`src/rtl/gumnut_pkg.sv`:
```
// Gumnut instruction encoding: opcode prefix constants and the decoded field bundle.
// Shared by every decoder that looks at an 18-bit Gumnut instruction word.
package gumnut_pkg;

    // Opcode prefixes, matched MSB-first; shortest prefix wins.
    localparam logic [0:0] OP_ALU_IMM = 1'b0;
    localparam logic [1:0] OP_MEM     = 2'b10;
    localparam logic [2:0] OP_SHIFT   = 3'b110;
    localparam logic [3:0] OP_ALU_REG = 4'b1110;
    localparam logic [4:0] OP_JUMP    = 5'b11110;
    localparam logic [5:0] OP_BRANCH  = 6'b111110;
    localparam logic [6:0] OP_MISC    = 7'b1111110;
    localparam logic [6:0] OP_ILLEGAL = 7'b1111111;

    typedef struct packed {
        logic [6:0]  op;
        logic [2:0]  func;
        logic [11:0] addr;
        logic [7:0]  disp;
        logic [2:0]  rs;
        logic [2:0]  rs2;
        logic [2:0]  rd;
        logic [7:0]  immed;
        logic [2:0]  count;
    } inst_fields_t;

endpackage

```
`src/rtl/ir_decode.sv`:
```
// Combinational Gumnut field decoder: inst[17:0] -> field bundle plus illegal flag.
// Zero latency, no handshake; func is always driven to a known value.
module ir_decode
    import gumnut_pkg::*;
(
    input  logic [17:0]  inst,
    output inst_fields_t fields,
    output logic         illegal
);

    logic [6:0] op;

    assign op = inst[17:11];

    always_comb begin
        fields       = '0;
        illegal      = 1'b0;
        fields.op    = op;
        fields.addr  = inst[11:0];
        fields.disp  = inst[7:0];
        fields.rs    = inst[10:8];
        fields.rs2   = inst[7:5];
        fields.rd    = inst[13:11];
        fields.immed = inst[7:0];
        fields.count = inst[7:5];

        if (op[6] == OP_ALU_IMM) begin
            fields.func = inst[16:14];
        end else if (op[6:5] == OP_MEM) begin
            fields.func = {1'b0, inst[15:14]};
        end else if (op[6:4] == OP_SHIFT) begin
            fields.func = {1'b0, inst[1:0]};
        end else if (op[6:3] == OP_ALU_REG) begin
            fields.func = inst[2:0];
        end else if (op[6:2] == OP_JUMP) begin
            fields.func = {2'b00, inst[12]};
        end else if (op[6:1] == OP_BRANCH) begin
            fields.func = {1'b0, inst[11:10]};
        end else if (op == OP_MISC) begin
            fields.func = inst[10:8];
        end else begin
            // Only OP_ILLEGAL reaches here.
            fields.func = 3'b000;
            illegal     = 1'b1;
        end
    end

endmodule

```
`src/rtl/ir_queue.sv`:
```
// Circular instruction queue (DEPTH entries, PC-tagged) with decoded head fields.
// Fetch->decode latency 1 cycle, no bypass; in_ready drops when full, no pop-to-push pass-through.
module ir_queue
    import gumnut_pkg::*;
#(
    parameter int DEPTH  = 4,
    parameter int PC_W   = 12,
    parameter int INST_W = 18
) (
    input  logic                       clkg,
    input  logic                       rst,
    input  logic                       cen,
    input  logic                       flush,
    input  logic                       in_valid,
    output logic                       in_ready,
    input  logic [INST_W-1:0]          inst_i,
    input  logic [PC_W-1:0]            pc_i,
    output logic                       out_valid,
    input  logic                       out_ready,
    output logic [PC_W-1:0]            pc_o,
    output logic [6:0]                 op_o,
    output logic [2:0]                 func_o,
    output logic [11:0]                addr_o,
    output logic [7:0]                 disp_o,
    output logic [2:0]                 rs_o,
    output logic [2:0]                 rs2_o,
    output logic [2:0]                 rd_o,
    output logic [7:0]                 immed_o,
    output logic [2:0]                 count_o,
    output logic                       illegal_o,
    output logic [$clog2(DEPTH):0]     level_o
);

    localparam int PTR_W = $clog2(DEPTH);
    localparam int LVL_W = PTR_W + 1;
    localparam logic [LVL_W-1:0] DEPTH_L = LVL_W'(DEPTH);

    logic [PTR_W-1:0]  head_q, head_d;
    logic [PTR_W-1:0]  tail_q, tail_d;
    logic [LVL_W-1:0]  level_q, level_d;
    logic [INST_W-1:0] inst_mem_q [DEPTH];
    logic [INST_W-1:0] inst_mem_d [DEPTH];
    logic [PC_W-1:0]   pc_mem_q   [DEPTH];
    logic [PC_W-1:0]   pc_mem_d   [DEPTH];

    logic         push;
    logic         pop;
    inst_fields_t head_fields;
    logic         head_illegal;

    // Handshakes depend on state only, so a pop never frees a slot for the same edge.
    assign in_ready  = (level_q < DEPTH_L);
    assign out_valid = (level_q != '0);
    assign push      = in_valid & in_ready & cen & ~flush;
    assign pop       = out_valid & out_ready & cen & ~flush;

    always_comb begin
        head_d     = head_q;
        tail_d     = tail_q;
        level_d    = level_q;
        inst_mem_d = inst_mem_q;
        pc_mem_d   = pc_mem_q;
        if (cen) begin
            if (flush) begin
                head_d  = '0;
                tail_d  = '0;
                level_d = '0;
            end else begin
                if (push) begin
                    inst_mem_d[tail_q] = inst_i;
                    pc_mem_d[tail_q]   = pc_i;
                    tail_d             = tail_q + PTR_W'(1);
                end
                if (pop) begin
                    head_d = head_q + PTR_W'(1);
                end
                case ({push, pop})
                    2'b10:   level_d = level_q + LVL_W'(1);
                    2'b01:   level_d = level_q - LVL_W'(1);
                    default: level_d = level_q;
                endcase
            end
        end
    end

    always_ff @(posedge clkg) begin
        if (rst) begin
            head_q  <= '0;
            tail_q  <= '0;
            level_q <= '0;
        end else begin
            head_q  <= head_d;
            tail_q  <= tail_d;
            level_q <= level_d;
        end
    end

    // Storage is not reset; out_valid masks stale contents.
    always_ff @(posedge clkg) begin
        inst_mem_q <= inst_mem_d;
        pc_mem_q   <= pc_mem_d;
    end

    ir_decode u_decode (
        .inst    (inst_mem_q[head_q][17:0]),
        .fields  (head_fields),
        .illegal (head_illegal)
    );

    assign level_o   = level_q;
    assign pc_o      = out_valid ? pc_mem_q[head_q]  : '0;
    assign op_o      = out_valid ? head_fields.op    : '0;
    assign func_o    = out_valid ? head_fields.func  : '0;
    assign addr_o    = out_valid ? head_fields.addr  : '0;
    assign disp_o    = out_valid ? head_fields.disp  : '0;
    assign rs_o      = out_valid ? head_fields.rs    : '0;
    assign rs2_o     = out_valid ? head_fields.rs2   : '0;
    assign rd_o      = out_valid ? head_fields.rd    : '0;
    assign immed_o   = out_valid ? head_fields.immed : '0;
    assign count_o   = out_valid ? head_fields.count : '0;
    assign illegal_o = out_valid & head_illegal;

endmodule

```
`config.mk`:
```
export PLATFORM = sky130hd
export DESIGN_NAME = ir_queue
export DESIGN_NICKNAME = d
export VERILOG_FILES = /design/src/rtl/gumnut_pkg.sv /design/src/rtl/ir_decode.sv /design/src/rtl/ir_queue.sv
export SDC_FILE = /design/constraint.sdc
export NUM_CORES = 1
export LEC_CHECK = 0
export BUFFER_PORTS_ARGS = -buffer_cell sky130_fd_sc_hd__buf_2
export CAP_MARGIN = 20
export CORE_MARGIN = 4
export CORE_UTILIZATION = 40
export DETAILED_ROUTE_END_ITERATION = 12
export PLACE_DENSITY = 0.73
export REMOVE_ABC_BUFFERS = 1
export SYNTH_ARGS = -nofsm -noshare
export SYNTH_HDL_FRONTEND = slang
export SYNTH_HIERARCHICAL = 1
export SYNTH_SLANG_ARGS = --single-unit
```
`constraint.sdc`:
```
create_clock -name clkg -period 2.3 [get_ports clkg]
set_input_delay 0.46 -clock clkg [delete_from_list [all_inputs] [get_ports clkg]]
set_output_delay 0.46 -clock clkg [all_outputs]
set_load 0.1 [all_outputs]
```
=== Word level (Yosys, flattened, before mapping) ===
Index checks and enable logic that the tools add are counted.

* Output and inout bits: 68
* Flip-flop bits (word level): 127
* Word-level logic and storage cells: 86

* Reduce and logical (&&, ||, !) cells: 9
* Equality and inequality tests: 8
* $lt $le $gt $ge: 4
* Muxes and demuxes: 40
* $add $sub $neg: 4
* Bitwise logic cells: 10

{| class="wikitable"
|+ Operators by type and width
! operator !! number
|-
| bitwise mux 72 bit || 1
|-
| two-way mux 12 bit || 5
|-
| two-way mux 18 bit || 3
|-
| bitwise mux 48 bit || 1
|-
| binary-select mux 18 bit (select 2 bit) || 1
|-
| demux 18 bit (select 2 bit) || 1
|-
| two-way mux 3 bit || 12
|-
| binary-select mux 12 bit (select 2 bit) || 1
|-
| demux 12 bit (select 2 bit) || 1
|-
| two-way mux 2 bit || 4
|-
| two-way mux 8 bit || 1
|-
| AND 1 bit || 7
|-
| equality test 7 bit (second input constant) || 1
|-
| two-way mux 1 bit || 7
|-
| two-way mux 7 bit || 1
|-
| equality test 6 bit (second input constant) || 1
|-
| greater-or-equal comparator 3 bit (second input constant) || 2
|-
| inverter 2 -> 3 bit || 2
|-
| one-hot mux 3 bit (2 select lines) || 1
|-
| AND reduction 2 bit || 3
|-
| nonzero test 3 bit || 2
|-
| equality test 5 bit (second input constant) || 1
|-
| adder 2 x 1 -> 2 bit (second input constant) || 2
|-
| equality test 2 bit (second input constant) || 2
|-
| other kinds (11) || 12
|}

=== Logic depth before layout (Yosys ltp) ===
Gate-level depths: netlist of run 1.

* Depth in word-level cells: 13
* Gate-level depth with buffers: 7
* Mapped depth without buffers: 6

=== Modules after synthesis ===
Netlist of run 1, hierarchy kept.

{| class="wikitable"
|+ Modules (own cells, without submodules)
! module !! cells each !! area an instance (µm²) !! times used !! sequential area each (µm²)
|-
| ir_queue || 295 || 5,285.1 || 1 || 3,743.6
|-
| ir_decode || 69 || 504.2 || 1 || 0.0
|}

=== Least setup slack after synthesis of run 1 ===
OpenSTA, ideal clock, no wires.

* Path kind: reg-to-output
* Start point: register level_q[0] (netlist: level_o[0])
* End point: output pc_o[10]
* Cell stages (with the launch flop): 4
* Arrival: 2.672 ns
* Path buffers: 1
* Required time: 1.840 ns
* Slack: -0.832 ns
* Cell sequence: dfxtp_1 -> or3_4 -> buf_2 -> and2_1

* Word-level cells in the longest chain between the ends: 2

{| class="wikitable"
|+ RTL lines
! item !! RTL line !! text
|-
| from (decl) || ir_queue.sv:40 || <nowiki>logic [LVL_W-1:0] level_q, level_d;</nowiki>
|-
| from (signal assigned) || ir_queue.sv:94 || <nowiki>level_q <= level_d;</nowiki>
|-
| nonzero test 3 bit || ir_queue.sv:53 || <nowiki>assign out_valid = (level_q != '0);</nowiki>
|-
| net out_valid || ir_queue.sv:18 || <nowiki>output logic out_valid,</nowiki>
|-
| two-way mux 12 bit || ir_queue.sv:111 || <nowiki>assign pc_o = out_valid ? pc_mem_q[head_q] : '0;</nowiki>
|-
| to (decl) || ir_queue.sv:20 || <nowiki>output logic [PC_W-1:0] pc_o,</nowiki>
|}

The timed path passes the listed nets, and every way through them passes these cells.

==> results of run 1 <==
## cell type report
class | count | area (µm²) | share of cell area (%)
sequential | 127 | 3750 | 46.3
timing repair buffer | 147 | 1780 | 21.9
multi-input combinational | 167 | 1710 | 21.1
clock buffer | 17 | 425 | 5.25
tap | 180 | 225 | 2.78
clock inverter | 15 | 194 | 2.39
inverter | 7 | 26.3 | 0.324
## worst max-delay path: cells and delay by family, from the launching register on
kind,cells,cell delay (ps)
and+or+nand+nor,2,590
muxes,1,580
DFF,1,400
buffers and inverters,1,170
AOI/OAI and AO/OA,1,160
## sequential cells by signal (all words and copies together) (netlist names)
register	flops
level_o	3
pc_mem_q	48
tail_q	2
head_q	2
inst_mem_q	72
## cells by family after synthesis
kind of cell             count (synthesis)  synth area share [%]
adder cells (fa/ha/maj)                  5                  1.21
AO/OA/AOI/OAI                           31                  3.65
AND/OR/NAND/NOR                         99                  10.5
flip-flops                             127                  64.7
buffers and inverters                   71                  8.17
multiplexers                            31                  11.8
## synth_stat cells, types with 2 or more instances
| cell type | n |
|---|---|
| sky130_fd_sc_hd__mux4_2 | 30 |
| sky130_fd_sc_hd__nand3b_1 | 2 |
| sky130_fd_sc_hd__nand2b_1 | 4 |
| sky130_fd_sc_hd__inv_1 | 7 |
| sky130_fd_sc_hd__o21ai_1 | 2 |
| sky130_fd_sc_hd__edfxtp_1 | 120 |
| sky130_fd_sc_hd__a21oi_1 | 5 |
| sky130_fd_sc_hd__nand2_1 | 5 |
| sky130_fd_sc_hd__and3_1 | 4 |
| sky130_fd_sc_hd__ha_1 | 4 |
| sky130_fd_sc_hd__buf_4 | 49 |
| sky130_fd_sc_hd__buf_6 | 2 |
| sky130_fd_sc_hd__and2_1 | 63 |
| sky130_fd_sc_hd__o31ai_1 | 2 |
| sky130_fd_sc_hd__clkbuf_1 | 7 |
| sky130_fd_sc_hd__nor3_1 | 4 |
| sky130_fd_sc_hd__dfxtp_1 | 7 |
| sky130_fd_sc_hd__nand3_1 | 2 |
| sky130_fd_sc_hd__buf_2 | 6 |
| sky130_fd_sc_hd__o21ai_0 | 5 |
| sky130_fd_sc_hd__nor2b_1 | 2 |
| sky130_fd_sc_hd__nor2_1 | 5 |
| sky130_fd_sc_hd__a31o_1 | 2 |
| sky130_fd_sc_hd__a31oi_1 | 3 |
## metal layers
metal / wire length [µm] / share of wire [%] / global-route usage, %
met1: 4640 / 39 / 17.4
met2: 6410 / 54 / 25.6
met3: 745 / 6.3 / 4.71
met4: 74 / 0.62 / 4.18
met5: 8 / 0.067 / 0
## report_power, final
part           switching, µW  internal [µW]
clock network            935           1800
logic                    455            251
registers               7.84           2550
## how the worst min path moves through the flow
stage / start / endpoint / slack (ps)
after floorplan: tail_q[0] / tail_q[0] / 460
after global placement: tail_q[0] / tail_q[0] / 480
after detailed placement: tail_q[0] / tail_q[0] / 490
after CTS: pc_i[7] / pc_mem_q[7] / 250
after global routing: inst_i[7] / inst_mem_q[43] / 250
final: pc_i[7] / pc_mem_q[7] / 270
## what timing repair did
action / 4_1_cts / 5_1_grt
gates cloned: 0 / 1
setup buffers: 7 / 11
pin swaps: 7 / 3
endpoints found under the setup margin: 63 / 63
resized for setup: 53 / 42
## stage by stage
| step | power [µW] | worst slack (ps) | std cells |
|---|---|---|---|
| 2_1_floorplan | 3010 | -1560 | 300 |
| 3_3_place_gp | 3240 | -65.9 | 612 |
| 3_5_place_dp | 3260 | -127 | 612 |
| 4_1_cts | 6040 | -482 | 651 |
| 5_1_grt | 6200 | -573 | 660 |
| 6_report | 6010 | -462 | 660 |
==> impl_metrics.py, run 1 <==
metrics = {
    "floorplan": {
        "floorplan.die_area_mm2": 0.0165,
        "num_rows": 43,
        "die_h_um": 128,
        "design.portCount": 104,
        "start_util_pct": 41.2,
        "design.core.area_mm2": 0.0140,
        "width_of_the_die_um": 128,
    },
    "global_route": {
        "number_of_antenna_violations_at_the_first_check_in_global_routing": 1,
        "number_of_global_route_vias_before_repair": 3504,
        "globalRouteOverflowTotal": 0,
        "grt_util_all_layers_pct": 14.6,
        "maximum_number_of_pins_on_one_net_before_global_route_repair": 64,
        "wire_length_of_the_first_global_routing_pass_um": 18400,
    },
    "final_layout": {
        "layout_commonest_cell": "sky130_fd_sc_hd__edfxtp_1",
        "antennaDiodeCount": 0,
        "postLayoutCellArea_mm2": 0.00810,
        "layout-drive-gt1-share_pct": 54.2,
        "final_cell_mix": "sky130_fd_sc_hd__edfxtp_1, sky130_fd_sc_hd__buf_12, sky130_fd_sc_hd__buf_2",
        "nets": 508,
        "final_core_util_pct": 57.7,
        "synthToLayoutAreaGrowth_pct": 39.9,
        "filler_cell_count": 1032,
    },
    "worst_hold_path": {
        "holdPathStages": 1,
        "hold_path_class": "input pin to flip-flop",
    },
    "placed_design": {
        "detailed_place.area_mm2": 0.00705,
        "port_buffers": 103,
        "routability_driven_placement_congestion_ratio": 0.761,
        "hpwl_dp_um": 8040,
    },
    "clock_network": {
        "clk_latency_ps": 400,
        "cts_made_buffers": 17,
        "cts_max_level": 4,
        "clockRootBuffer": "sky130_fd_sc_hd__clkbuf_16",
        "clock_tree_from_tritoncts": "built",
        "cts.clk_slew.worst_paths_ps": 60,
        "cts_sinks": 127,
        "cts_hold_repair.buffers": 0,
        "cts_buffer_depth": 2,
    },
    "worst_setup_path": {
        "criticalPathCategory": "flip-flop to output pin",
        "critical_path_arrival_ps": 2300,
        "timing.critical_path.slowest_stage_cell": "sky130_fd_sc_hd__mux4_2",
        "timing.rr.end": "inst_mem_q[12]",
        "crit_fanout": 6,
        "timing.critical_path.from_type": "flip-flop",
        "timing.critical_path.to": "func_o[2]",
        "endpoint_kind": "output pin",
        "critical-path-max-stage-delay_ps": 580,
        "r2r_start": "level_o[2]",
        "timing.critical_path.required_ps": 1840,
        "critical_path.cell_chain": "mux4_2, or3b_1, a31oi_1, and2_4, buf_12",
        "worst_r2r_path_depth": 4,
        "r2r_setup_slack_ps": 420,
        "worstSetupStartpoint": "head_q[0]",
    },
    "logic_synthesis": {
        "netlist.area_leader.share_pct": 62.2,
        "synth-edff-count": 120,
        "ys_flop_type": "sky130_fd_sc_hd__edfxtp_1",
        "postSynthAreaPerCell_um2": 15.9,
        "synth_cell_type_count": 46,
        "postSynthRegisterBits": 127,
        "ys_async_sr_fraction_pct": 0,
        "yosys_warnings": 6,
        "synthesis.area_mm2": 0.00579,
        "netlist_instances": 364,
        "yosys.area.top_type": "sky130_fd_sc_hd__edfxtp_1",
        "synth_seq_area_share_pct": 64.7,
        "synth.top_cells.by_area": "sky130_fd_sc_hd__edfxtp_1, sky130_fd_sc_hd__mux4_2, sky130_fd_sc_hd__and2_1",
    },
    "sta": {
        "part_of_the_cycle_the_worst_path_needs_pct": 120,
        "fin_tns_setup_ps": -12660,
        "setup_slack_ps": -462,
        "fin_crit_ps": 2760,
        "finalHoldWorstSlack_ps": 272,
        "max-slew-margin-rel_pct": 66.6,
        "timing.final.setup_violations": 59,
        "final-max-slew-violation-count": 0,
        "hold_viol_final": 0,
        "slew_of_the_pin_with_the_lowest_slew_margin_ps": 499,
        "rsz0062_at_grt": "yes",
        "fmax_mhz": 362,
        "clock-skew-final_ps": 6.17,
    },
    "power_and_ir_drop": {
        "power.ir.vdd_worst_v": 0.000337,
        "power-per-cell-area_mw_per_mm2": 741,
        "p_leak_uw": 0.00294,
    },
    "drt": {
        "ant_nets": 0,
        "routed_via_density": 5.01,
        "drt_pass1_iterations": 4,
        "routed_wl_um": 11900,
        "drt-wirelength-per-cell_um": 18.0,
        "remaining_drc_errors": 0,
        "via_count": 3307,
        "drt_iter0_markers": 165,
    },
    "job": {
        "maxCapViolCount": 0,
    },
    "status": {
        "failed_checks": "setup timing",
        "run_status": "complete, but fails checks",
    },
}
(Power assumes the default switching activity.)
==> run 2: changes to the inputs <==
CORE_ASPECT_RATIO = 1.25   (was not set)
==> run 2 against run 1 <==
  * The run still ends with setup timing left
  * Largest power group is now registers
  * Via count is 0.97% lower
  * Largest cell class unchanged
  * Fmax is 2.7% lower
  * Register-to-register slack better by 70 ps
  * Setup slack worse by 77 ps
  * Sequential power hardly changed
  * First-iteration DRC count is 11% higher
  * Combinational power is 2% higher
  * Sequential share of layout area is 0.42 points higher
  * Power is 5.2% lower
==> impl_metrics.py, run 2 (synthesis results as in run 1) <==
metrics = {
    "final_layout": {
        "final_core_util_pct": 57.4,
        "filler_cell_count": 1083,
        "final_cell_mix": "sky130_fd_sc_hd__edfxtp_1, sky130_fd_sc_hd__buf_12, sky130_fd_sc_hd__and2_4",
        "finalNonFillerCells": 640,
        "layout_commonest_cell": "sky130_fd_sc_hd__edfxtp_1",
        "number_of_flip_flops_under_the_largest_register_name": 72,
        "synthToLayoutAreaGrowth_pct": 38.8,
        "layout-drive-gt1-share_pct": 55.3,
        "antennaDiodeCount": 0,
        "postLayoutCellArea_mm2": 0.00804,
        "nets": 493,
        "sequential_cell_area_mm2": 0.00375,
        "multi_input_area_mm2": 0.00176,
        "registers.top_by_ff_count": "inst_mem_q",
    },
    "floorplan": {
        "start_util_pct": 41.4,
        "design.portCount": 104,
        "width_of_the_die_um": 116,
        "design.core.area_mm2": 0.0140,
        "num_rows": 48,
        "die_h_um": 143,
        "floorplan.die_area_mm2": 0.0165,
    },
    "worst_hold_path": {
        "worstHoldEndpoint": "inst_mem_q[36]",
        "holdPathStages": 1,
        "hold_path_class": "input pin to flip-flop",
        "worst_hold_startpoint": "inst_i[0]",
    },
    "placed_design": {
        "place_inst": 598,
        "routability_driven_placement_congestion_ratio": 0.724,
        "detailed_place.area_mm2": 0.00706,
        "port_buffers": 103,
        "pre_cts_slack_ps": -104,
        "hpwl_dp_um": 7680,
    },
    "sta": {
        "timing.final.setup_violations": 61,
        "final-max-slew-violation-count": 0,
        "fmax_mhz": 352,
        "part_of_the_cycle_the_worst_path_needs_pct": 123,
        "rsz0062_at_grt": "yes",
        "clock-skew-final_ps": 5.09,
        "hold_viol_final": 0,
        "fin_crit_ps": 2840,
        "setup_slack_ps": -539,
        "slew_of_the_pin_with_the_lowest_slew_margin_ps": 486,
        "max-slew-margin-rel_pct": 67.8,
    },
    "status": {
        "failed_checks": "setup timing",
        "run_status": "complete, but fails checks",
    },
    "worst_setup_path": {
        "timing.critical_path.from_type": "flip-flop",
        "crit_fanout": 6,
        "criticalPathCategory": "flip-flop to output pin",
        "r2r_start": "level_o[2]",
        "endpoint_kind": "output pin",
        "critical_path_arrival_ps": 2380,
        "worst_r2r_path_depth": 4,
        "r2r_setup_slack_ps": 490,
        "timing.critical_path.required_ps": 1840,
        "timing.rr.end": "inst_mem_q[54]",
    },
    "drt": {
        "remaining_drc_errors": 0,
        "routed_via_density": 5.12,
        "routed_wl_um": 12200,
        "via_count": 3275,
        "drt_pass1_iterations": 4,
        "drt-wirelength-per-cell_um": 19.0,
        "ant_nets": 0,
        "drt_iter0_markers": 183,
    },
    "clock_network": {
        "cts_made_buffers": 17,
        "cts_max_level": 4,
        "clock_tree_from_tritoncts": "built",
        "clockRootBuffer": "sky130_fd_sc_hd__clkbuf_16",
        "clk_latency_ps": 400,
        "cts_sinks": 127,
        "cts.clk_slew.worst_paths_ps": 50,
        "cts_buffer_depth": 2,
    },
    "power_and_ir_drop": {
        "power-per-cell-area_mw_per_mm2": 708,
        "p_leak_uw": 0.00286,
        "power.ir.vdd_worst_v": 0.000460,
    },
    "global_route": {
        "number_of_global_route_vias_before_repair": 3374,
        "wire_length_of_the_first_global_routing_pass_um": 18600,
        "maximum_number_of_pins_on_one_net_before_global_route_repair": 24,
        "number_of_antenna_violations_at_the_first_check_in_global_routing": 2,
        "globalRouteOverflowTotal": 0,
        "grt_util_all_layers_pct": 15.1,
    },
    "job": {
        "maxCapViolCount": 0,
    },
}
-- run 2: cell types whose count changed in the layout (fill, tap and decap cells not counted), moves of 2 or more --
| cell | previous run | this run |
|---|---|---|
| sky130_fd_sc_hd__clkinvlp_4 | 5 | 3 |
| sky130_fd_sc_hd__buf_6 | 23 | 18 |
| sky130_fd_sc_hd__bufinv_16 | 4 | 1 |
| sky130_fd_sc_hd__and2_4 | 35 | 44 |
| sky130_fd_sc_hd__buf_12 | 54 | 63 |
| sky130_fd_sc_hd__and2_1 | 28 | 19 |
| sky130_fd_sc_hd__or3_4 | 2 | 4 |
| sky130_fd_sc_hd__buf_4 | 30 | 10 |
| sky130_fd_sc_hd__clkinv_2 | 3 | 5 |
-- run 2: cell type report --
type | instances | share of cell area (%)
Clock buffer | 17 | 5.29
Clock inverter | 15 | 1.49
Inverter | 7 | 0.327
Multi-Input combinational cell | 169 | 21.9
Sequential cell | 127 | 46.7
Tap cell | 175 | 2.72
Timing Repair Buffer | 130 | 21.6
-- run 2: worst max path at each step --
stage	from	to	slack (ps)	cells after the start
after detailed placement	head_q[0]	func_o[0]	-100	6
after floorplan	head_q[0]	func_o[2]	-1560	4
after CTS	head_q[0]	func_o[0]	-470	6
after global routing	head_q[0]	func_o[0]	-600	8
after global placement	head_q[0]	func_o[0]	-40	6
final	head_q[0]	func_o[0]	-540	8
-- run 2: layer usage --
layer  GRT usage [%]  wire length [µm]  vias up
met5               0                25        -
met4            5.32               126        4
met3            3.62               696       15
met2            26.0              6370       98
met1            18.3              4950     1645
li1                -                 -     1513
-- run 2: critical path, cell delays in order (launching register included) --
cell,delay [ps]
sky130_fd_sc_hd__dfxtp_4,390
sky130_fd_sc_hd__buf_12,120
sky130_fd_sc_hd__buf_4,100
sky130_fd_sc_hd__mux4_2,550
sky130_fd_sc_hd__a21oi_1,220
sky130_fd_sc_hd__a31o_1,160
sky130_fd_sc_hd__a31oi_2,110
sky130_fd_sc_hd__and2_4,160
sky130_fd_sc_hd__buf_12,160
-- run 2: what timing repair did --
action / in CTS / in global routing
buffers inserted: 6 / 7
hold buffers: 0 / 0
endpoints found under the setup margin: 63 / 63
pin swaps: 5 / 6
cloned: 3 / 0
resized for setup: 69 / 42
hold endpoints to repair: 0 / 0
-- run 2: power by group --
group	total [µW]	leakage [µW]	switching, µW	internal (µW)
combinational	720	0.00146	460	260
sequential	2560	0.00114	9.12	2550
clock	2410	0.000264	939	1470
-- run 2: per-stage QoR --
step / hold WS (ps) / power, µW / setup TNS [ps]
floorplan: 460 / 3010 / -67610
global placement: 480 / 3250 / -88.2
detailed placement: 500 / 3260 / -262
CTS: 251 / 5720 / -11440
global route: 257 / 5900 / -13300
finish: 271 / 5690 / -8400
